`src/rtl/bus_pkg.sv`:
```
// Shared definitions for the 16-bit bus arbiter slice: widths, FSM state
// type and the rotating-priority search helper.
package bus_pkg;

  localparam int NUM_REQ = 4;
  localparam int DATA_W  = 16;

  typedef enum logic {
    IDLE,
    BUSY
  } state_t;

  // Returns {found, index} of the first set req bit at base, base+1, ... (mod 4).
  // Scans from the farthest offset inward so the nearest hit is written last.
  function automatic logic [2:0] rr_search(input logic [NUM_REQ-1:0] req,
                                           input logic [1:0]         base);
    logic [1:0] idx;
    rr_search = '0;
    for (int unsigned i = NUM_REQ; i > 0; i--) begin
      idx = base + 2'(i - 1);
      if (req[idx]) rr_search = {1'b1, idx};
    end
  endfunction

endpackage

```
`src/rtl/bus_arbiter_mux4way16.sv`:
```
// 4-way 16-bit mux tree built from three 2:1 muxes; used to steer the
// granted requester's word onto the shared bus.
module mux16
  import bus_pkg::*;
(
  input  logic [DATA_W-1:0] a,
  input  logic [DATA_W-1:0] b,
  input  logic              sel,
  output logic [DATA_W-1:0] out
);

  assign out = sel ? b : a;

endmodule

module mux4way16
  import bus_pkg::*;
(
  input  logic [DATA_W-1:0] a,
  input  logic [DATA_W-1:0] b,
  input  logic [DATA_W-1:0] c,
  input  logic [DATA_W-1:0] d,
  input  logic [1:0]        sel,
  output logic [DATA_W-1:0] out
);

  logic [DATA_W-1:0] ab, cd;

  mux16 u_ab   (.a(a),  .b(b),  .sel(sel[0]), .out(ab));
  mux16 u_cd   (.a(c),  .b(d),  .sel(sel[0]), .out(cd));
  mux16 u_root (.a(ab), .b(cd), .sel(sel[1]), .out(out));

endmodule

```
`src/rtl/bus_arbiter.sv`:
```
// Round-robin arbiter sharing one 16-bit valid/ready bus among four
// requesters, with a per-grant burst cap and same-cycle re-arbitration.
module bus_arbiter
  import bus_pkg::*;
#(
  parameter int BURST_MAX = 4
) (
  input  logic        clk,
  input  logic        rst_n,
  input  logic [3:0]  req,
  input  logic [3:0]  last,
  input  logic [15:0] data0,
  input  logic [15:0] data1,
  input  logic [15:0] data2,
  input  logic [15:0] data3,
  input  logic        out_ready,
  output logic        out_valid,
  output logic [15:0] out_data,
  output logic [3:0]  grant,
  output logic [1:0]  grant_id
);

  state_t      state, state_nx;
  logic [3:0]  grant_nx;
  logic [1:0]  gid_nx;
  logic [1:0]  ptr, ptr_nx;
  logic [3:0]  beat_cnt, cnt_nx;
  logic [1:0]  search_base;
  logic        win_found;
  logic [1:0]  win_idx;
  logic        accept;
  logic        rel;
  logic [15:0] mux_out;

  mux4way16 u_mux (
    .a   (data0),
    .b   (data1),
    .c   (data2),
    .d   (data3),
    .sel (grant_id),
    .out (mux_out)
  );

  // While busy, the search base is the post-release pointer so a releasing
  // requester can be re-granted only when nobody else is asking.
  assign search_base          = (state == BUSY) ? grant_id + 2'd1 : ptr;
  assign {win_found, win_idx} = rr_search(req, search_base);

  always_ff @(posedge clk or negedge rst_n) begin
    if (!rst_n) begin
      state    <= IDLE;
      grant    <= '0;
      grant_id <= '0;
      ptr      <= '0;
      beat_cnt <= '0;
    end else begin
      state    <= state_nx;
      grant    <= grant_nx;
      grant_id <= gid_nx;
      ptr      <= ptr_nx;
      beat_cnt <= cnt_nx;
    end
  end

  always_comb begin
    state_nx  = state;
    grant_nx  = grant;
    gid_nx    = grant_id;
    ptr_nx    = ptr;
    cnt_nx    = beat_cnt;
    out_valid = 1'b0;
    accept    = 1'b0;
    rel       = 1'b0;
    unique case (state)
      IDLE: begin
        if (win_found) begin
          grant_nx = 4'b0001 << win_idx;
          gid_nx   = win_idx;
          cnt_nx   = '0;
          state_nx = BUSY;
        end
      end
      BUSY: begin
        out_valid = req[grant_id];
        accept    = out_valid & out_ready;
        rel       = ~req[grant_id] |
                    (accept & (last[grant_id] | (beat_cnt == 4'(BURST_MAX - 1))));
        if (rel) begin
          ptr_nx = grant_id + 2'd1;
          if (win_found) begin
            grant_nx = 4'b0001 << win_idx;
            gid_nx   = win_idx;
            cnt_nx   = '0;
          end else begin
            grant_nx = '0;
            state_nx = IDLE;
          end
        end else if (accept) begin
          cnt_nx = beat_cnt + 4'd1;
        end
      end
      default: state_nx = IDLE;
    endcase
  end

  assign out_data = out_valid ? mux_out : '0;

endmodule

```
`config.mk`:
```
export PLATFORM = sky130hd
export DESIGN_NAME = bus_arbiter
export DESIGN_NICKNAME = d
export VERILOG_FILES = /design/src/rtl/bus_pkg.sv /design/src/rtl/bus_arbiter_mux4way16.sv /design/src/rtl/bus_arbiter.sv
export SDC_FILE = /design/constraint.sdc
export NUM_CORES = 1
export LEC_CHECK = 0
export ABC_AREA = 1
export CORE_UTILIZATION = 36
export DETAILED_ROUTE_END_ITERATION = 7
export GPL_TIMING_DRIVEN = 0
export PLACE_DENSITY = 0.81
export SLEW_MARGIN = 0
export SYNTH_ARGS = -nofsm -noshare
export SYNTH_HDL_FRONTEND = slang
export SYNTH_SLANG_ARGS = --single-unit
```
`constraint.sdc`:
```
create_clock -name clk -period 1.9 [get_ports clk]
set_clock_uncertainty 0.1 [all_clocks]
set_input_delay 0.38 -clock clk [delete_from_list [all_inputs] [get_ports clk]]
set_output_delay 0.38 -clock clk [all_outputs]
set_load 0.005 [all_outputs]
```
Word level (Yosys, flattened, before mapping)
Index checks and enable logic that the tools add are counted.
W data, S select, Z words.
{ "totals": {"regBits": 13, "in_bits": 75} }
{ "op_classes": {"add_sub_neg": 5, "order_cmp": 5, "eq_ne": 4, "shifts": 1, "muxes": 36, "bitwise_logic": 6, "reduce_logical": 2} }
{ "op_table": {"columns": ["op", "n"], "rows": [
  ["$mux W16", 4],
  ["$mux W4", 6],
  ["$pmux W4 S2", 2],
  ["$lt A2 B3 Y1 const B", 5],
  ["$bmux W1 S2", 6],
  ["$mux W3", 4],
  ["$mux W1", 9],
  ["$mux W2", 3],
  ["$add A2 B1 Y2 const B", 2],
  ["$add A2 B2 Y2 const B", 2],
  ["$add A4 B1 Y4 const B", 1],
  ["$eq A4 B2 Y1 const B", 1],
  ["$pmux W2 S2", 1],
  ["$reduce_and A2 Y1", 2],
  ["$shl A1 B2 Y4 const A", 1],
  ["$ne A3 B1 Y1 const B", 1],
  ["$and A1 B1 Y1", 2],
  ["$ne A2 B1 Y1 const B", 1],
  ["$ne A2 B2 Y1 const B", 1],
  ["$not A1 Y1", 2],
  ["$or A1 B1 Y1", 2],
  ["$pmux W1 S2", 1]
]} }

Logic depth before layout (Yosys ltp)
{ "depth": {"depth_word": 13, "mapped_depth": 15, "depth_no_buf": 15} }

Modules after synthesis
A second synthesis with hierarchy kept.
{ "hier_totals": {"cells_unflattened": 330, "area_unflattened_um2": 1833.0} }
{ "by_module_without_submodules": {"columns": ["mod", "n_inst", "cells_each", "area_each_um2", "seq_area_each_um2"], "rows": [
  ["bus_arbiter", 1, 174, 1101.1, 325.3],
  ["mux16", 3, 52, 244.0, 0.0]
]} }

Worst setup path after synthesis
No wires, ideal clock.
{ "synth_timing": {"path_type": "register -> output", "startpoint": "register grant_id[1]", "endpoint": "output out_data[10]", "t_arrival_ps": 1336, "setup_slack_ps": 84, "stages_incl_launch_ff": 8, "path_cell_list": "dfrtp_1 inv_2 buf_2 o211ai_2 a21oi_4 inv_2 buf_2 a21oi_1"} }
{ "synth_between": {"elab_chain_len": 4, "elab_cells_between_ends": 5, "classes_between": "mux (5)"} }
{ "synth_rtl": {"columns": ["element", "line", "source"], "rows": [
  ["start: declaration", "bus_arbiter.sv:20", "output logic [1:0] grant_id"],
  ["start signal: assignment", "bus_arbiter.sv:59", "grant_id <= gid_nx;"],
  ["$bmux W1 S2", "bus_arbiter.sv:84", "out_valid = req[grant_id];"],
  ["$mux W1 (implied by the code)", "bus_arbiter.sv:84", null],
  ["$mux W1", "bus_arbiter.sv:74", "unique case (state)"],
  ["via out_valid", "bus_arbiter.sv:17", "output logic out_valid,"],
  ["$mux W16", "bus_arbiter.sv:106", "assign out_data = out_valid ? mux_out : '0;"],
  ["end: declaration", "bus_arbiter.sv:18", "output logic [15:0] out_data,"]
]} }
The timed path passes the listed nets, and every way through them passes these cells. The select of a mux whose other input is x is not followed.

Final worst setup path
{ "layout_timing": {"startpoint": "register grant_id[0]", "endpoint": "output out_data[4]"} }
{ "layout_between": {"elab_chain_len": 4, "elab_cells_between_ends": 7, "classes_between": "mux (7)"} }
{ "layout_rtl": {"columns": ["element", "line"], "rows": [
  ["$bmux W1 S2", "bus_arbiter.sv:84"],
  ["$mux W1 (implied by the code)", "bus_arbiter.sv:84"],
  ["$mux W1", "bus_arbiter.sv:74"],
  ["$mux W16 *", "bus_arbiter.sv:106"]
]} }
Mark *: on every way between the ends. The rest lies on a longest branch, timed or not. The select of a mux whose other input is x is not followed.

==> impl_metrics.env <==
export IMPL_dpl_cell_count=407
export IMPL_portBuffers=97
export IMPL_rr_endpoint="grant[2]"
export IMPL_place_area_um2=2490
export IMPL_setup_ws_ns=-0.266
export IMPL_n_fill_cell=303
export IMPL_grt_max_degree=14
export IMPL_whs_ns=0.386
export IMPL_drtPass1Iterations=4
export IMPL_clk_latency_ns=0.25
export IMPL_postSynthAreaPerCell_um2=5.56
export IMPL_place_congestion=0.887
export IMPL_final_cells=430
export IMPL_cts_sinks=13
export IMPL_antenna_found_initial=0
export IMPL_hold_viol_final=0
export IMPL_ys_ff_latch=13
export IMPL_finalSetupViolations=18
export IMPL_cts_root_buf="clkbuf_8"
export IMPL_syn_cell_area_um2=1460
export IMPL_worstPathMaxFanout=6
export IMPL_period_needed_ns=2.17
export IMPL_pin_count=98
export IMPL_clock_fmax_mhz=462
export IMPL_synth_area_leaders="dfrtp_1 22%, nor2_1 17%, nand2_1 15%"
export IMPL_num_rows=22
export IMPL_die_area_um2=4300
export IMPL_hold_class="input port to asynchronous set/reset pin"
export IMPL_cts_tree="built"
export IMPL_antenna_left=0
export IMPL_synth_net_count=338
export IMPL_detail_route_wl_per_cell_um=14.6
export IMPL_yosys_area_top_type="dfrtp_1"
export IMPL_synth_simple_gate_area_share_pct=40.8
export IMPL_grt_pass1_wl_um=9790
export IMPL_drt_first_iter_violations=195
export IMPL_synth_xor_area_share_pct=1.20
export IMPL_layout_nets=459
export IMPL_crit_start="grant_id[0]"
export IMPL_synth_cell_types=27
export IMPL_synth_ff_type="dfrtp_1"
export IMPL_drt_wl_total_um=6270
export IMPL_status="complete, but fails checks"
export IMPL_synth_top_family_by_area="simple AND/OR/NAND/NOR gates"
export IMPL_synth_seq_area_share_pct=22.3
export IMPL_crit_type="register to output port"
export IMPL_cap_violations=0
export IMPL_cts_buffers=3
export IMPL_vias=2237
export IMPL_synth_edf_count=0
export IMPL_grt_pass1_vias=2161
export IMPL_cp_required_ns=1.42
export IMPL_violations="setup timing"
export IMPL_num_antenna_cells=0
export IMPL_yosysMostFrequentCell="nor2_1"
export IMPL_synth_mux_area_share_pct=0
export IMPL_power_density_nw_per_um2=1540
export IMPL_seq_area_um2=327
export IMPL_via_per_inst=5.20
export IMPL_r2r_slack_ns=-0.01
export IMPL_design_area_um2=2830
export IMPL_synthArstFlopShare_pct=100
export IMPL_die_w_um=65.6
export IMPL_die_h_um=65.6
export IMPL_ff2ff_path_depth=16
export IMPL_clkTransAtPathRegs_ns=0.05
export IMPL_p_leak_nw=1.30
export IMPL_cp_start_kind="register"
export IMPL_drc=0
export IMPL_arrival_ns=1.69
export IMPL_multiInputGateArea_um2=1120
export IMPL_critPathCapture="out_data[4]"
export IMPL_timing_slew_headroom_pct=62.7
export IMPL_areaGrowthSynthToFinish_pct=94.4
export IMPL_vdd_drop_max_mv=0.720
export IMPL_slew_violations=0
export IMPL_clk_path_buf_depth=2
export IMPL_rr_startpoint="grant_id[0]"
export IMPL_synth_fa_ha_area_share_pct=0.859
export IMPL_synth_warnings=0
export IMPL_endpoint_kind="output port"
export IMPL_initial_utilization_pct=38.6
export IMPL_timing_final_crit_share_pct=114
export IMPL_drive_gt1_share_pct=27.2
export IMPL_yosys_area_top_type_share_pct=22.3
export IMPL_globalRouteOverflowTotal=0
export IMPL_h_tree_depth=1
export IMPL_synth_compound_area_share_pct=24.7
export IMPL_core_um2=3770
export IMPL_post_synth_most_frequent_cells="65 x nor2_1, 58 x nand2_1, 38 x o21ai_0, 16 x a21oi_1, 14 x nand3_1"
export IMPL_worst_slew_pin_slew_ns=0.558
export IMPL_dp_hpwl_um=4290
export IMPL_hold_buffers=0
export IMPL_rsz0062_at_grt="yes"
export IMPL_syn_instance_count=262
export IMPL_grt_usage_pct=29.7
-- cell usage in the layout, fill, tap and decap left out, types with 2 or more instances in the layout --
master           instances
o21ai_2                  4
a21oi_2                 16
dfrtp_1                 12
clkbuf_4                 2
buf_6                   10
nand2_1                 45
o21ai_1                  8
nand3_2                  2
clkbuf_2                 2
o21ai_0                 31
nand2_2                 15
nand3_1                 12
dlygate4sd2_1            5
o22ai_1                  2
or2_1                    2
buf_2                   15
nor2_1                  65
clkdlybuf4s50_1         76
nand2_4                  2
inv_2                    7
o211ai_1                 2
inv_1                   10
nand4_1                  2
buf_4                   17
clkbuf_8                 4
-- area by class of cell --
class | count | area share [%]
inverter | 18 | 2.47
timing repair buffer | 116 | 38.1
sequential | 13 | 11.5
clock buffer | 4 | 1.59
tap | 48 | 2.12
buffer | 15 | 4.68
multi-input combinational | 216 | 39.5
-- metrics by stage --
stage | util (%) | power (mW) | worst slack (ns) | setup TNS [ns]
finish | 75.1 | 4.36 | -0.266 | -4.14
global route | 75.1 | 4.73 | -0.332 | -5.97
CTS | 72.3 | 4.00 | -0.214 | -3.40
detailed placement | 66.0 | 3.25 | -0.952 | -16.12
global placement | 66.0 | 3.20 | -0.950 | -15.81
floorplan | - | 2.11 | 0.0841 | 0
-- kinds of logic (layout without fill, tap and decap cells) --
kind of cell             after synthesis  in the layout
adder cells (fa/ha/maj)                1              1
flip-flops                            13             13
XOR/XNOR                               2              2
AO/OA/AOI/OAI                         66             66
AND/OR/NAND/NOR                      147            147
buffers and inverters                 33            153
-- flip-flops by register name (all words and copies together) (netlist names) --
register and count:
beat_cnt 4, ptr 2, grant_id 2, grant 4, state 1
-- worst min-delay path by stage --
stage                         from     endpoint  slack (ns)  depth (start not counted)
after CTS                 grant[2]     grant[2]        0.38                          2
after floorplan              rst_n  beat_cnt[0]       -0.02                          0
after global routing      grant[2]     grant[2]        0.41                          2
final                        rst_n  beat_cnt[0]        0.39                          1
after detailed placement  grant[2]     grant[2]        0.37                          2
after global placement    grant[3]     grant[3]        0.37                          2
-- per-layer routing --
layer  share of wire, %  global-route usage [%]  wire length, µm  up-vias
met2                 49                    52.7             3060       95
li1                   -                       -                -     1099
met3                5.5                    3.82              343       25
met1                 41                    34.9             2600     1018
met5                  0                       0                0        -
met4                4.2                    14.4              266        0
-- critical path: stages, from the launching register on --
cell and delay, ns:
dfrtp_1 0.40, inv_2 0.11, buf_6 0.15, o211ai_4 0.10, a21oi_4 0.20, inv_4 0.10, buf_6 0.14, a21oi_2 0.10
buf_2 0.13
-- what timing repair did --
item,in CTS,in global routing
setup buffers,15,3
gates resized for setup,120,31
setup endpoints to repair,23,29
cloned,1,0
pin swaps,5,14
hold endpoints to repair,0,0
-- power by group --
group	internal (mW)	leakage [nW]	total, mW	switching, mW
Clock	0.148	0.0228	0.248	0.0996
Sequential	0.381	0.164	0.463	0.0818
Combinational	1.70	1.11	3.65	1.95
Note: power is estimated with default switching activity, not from simulation.
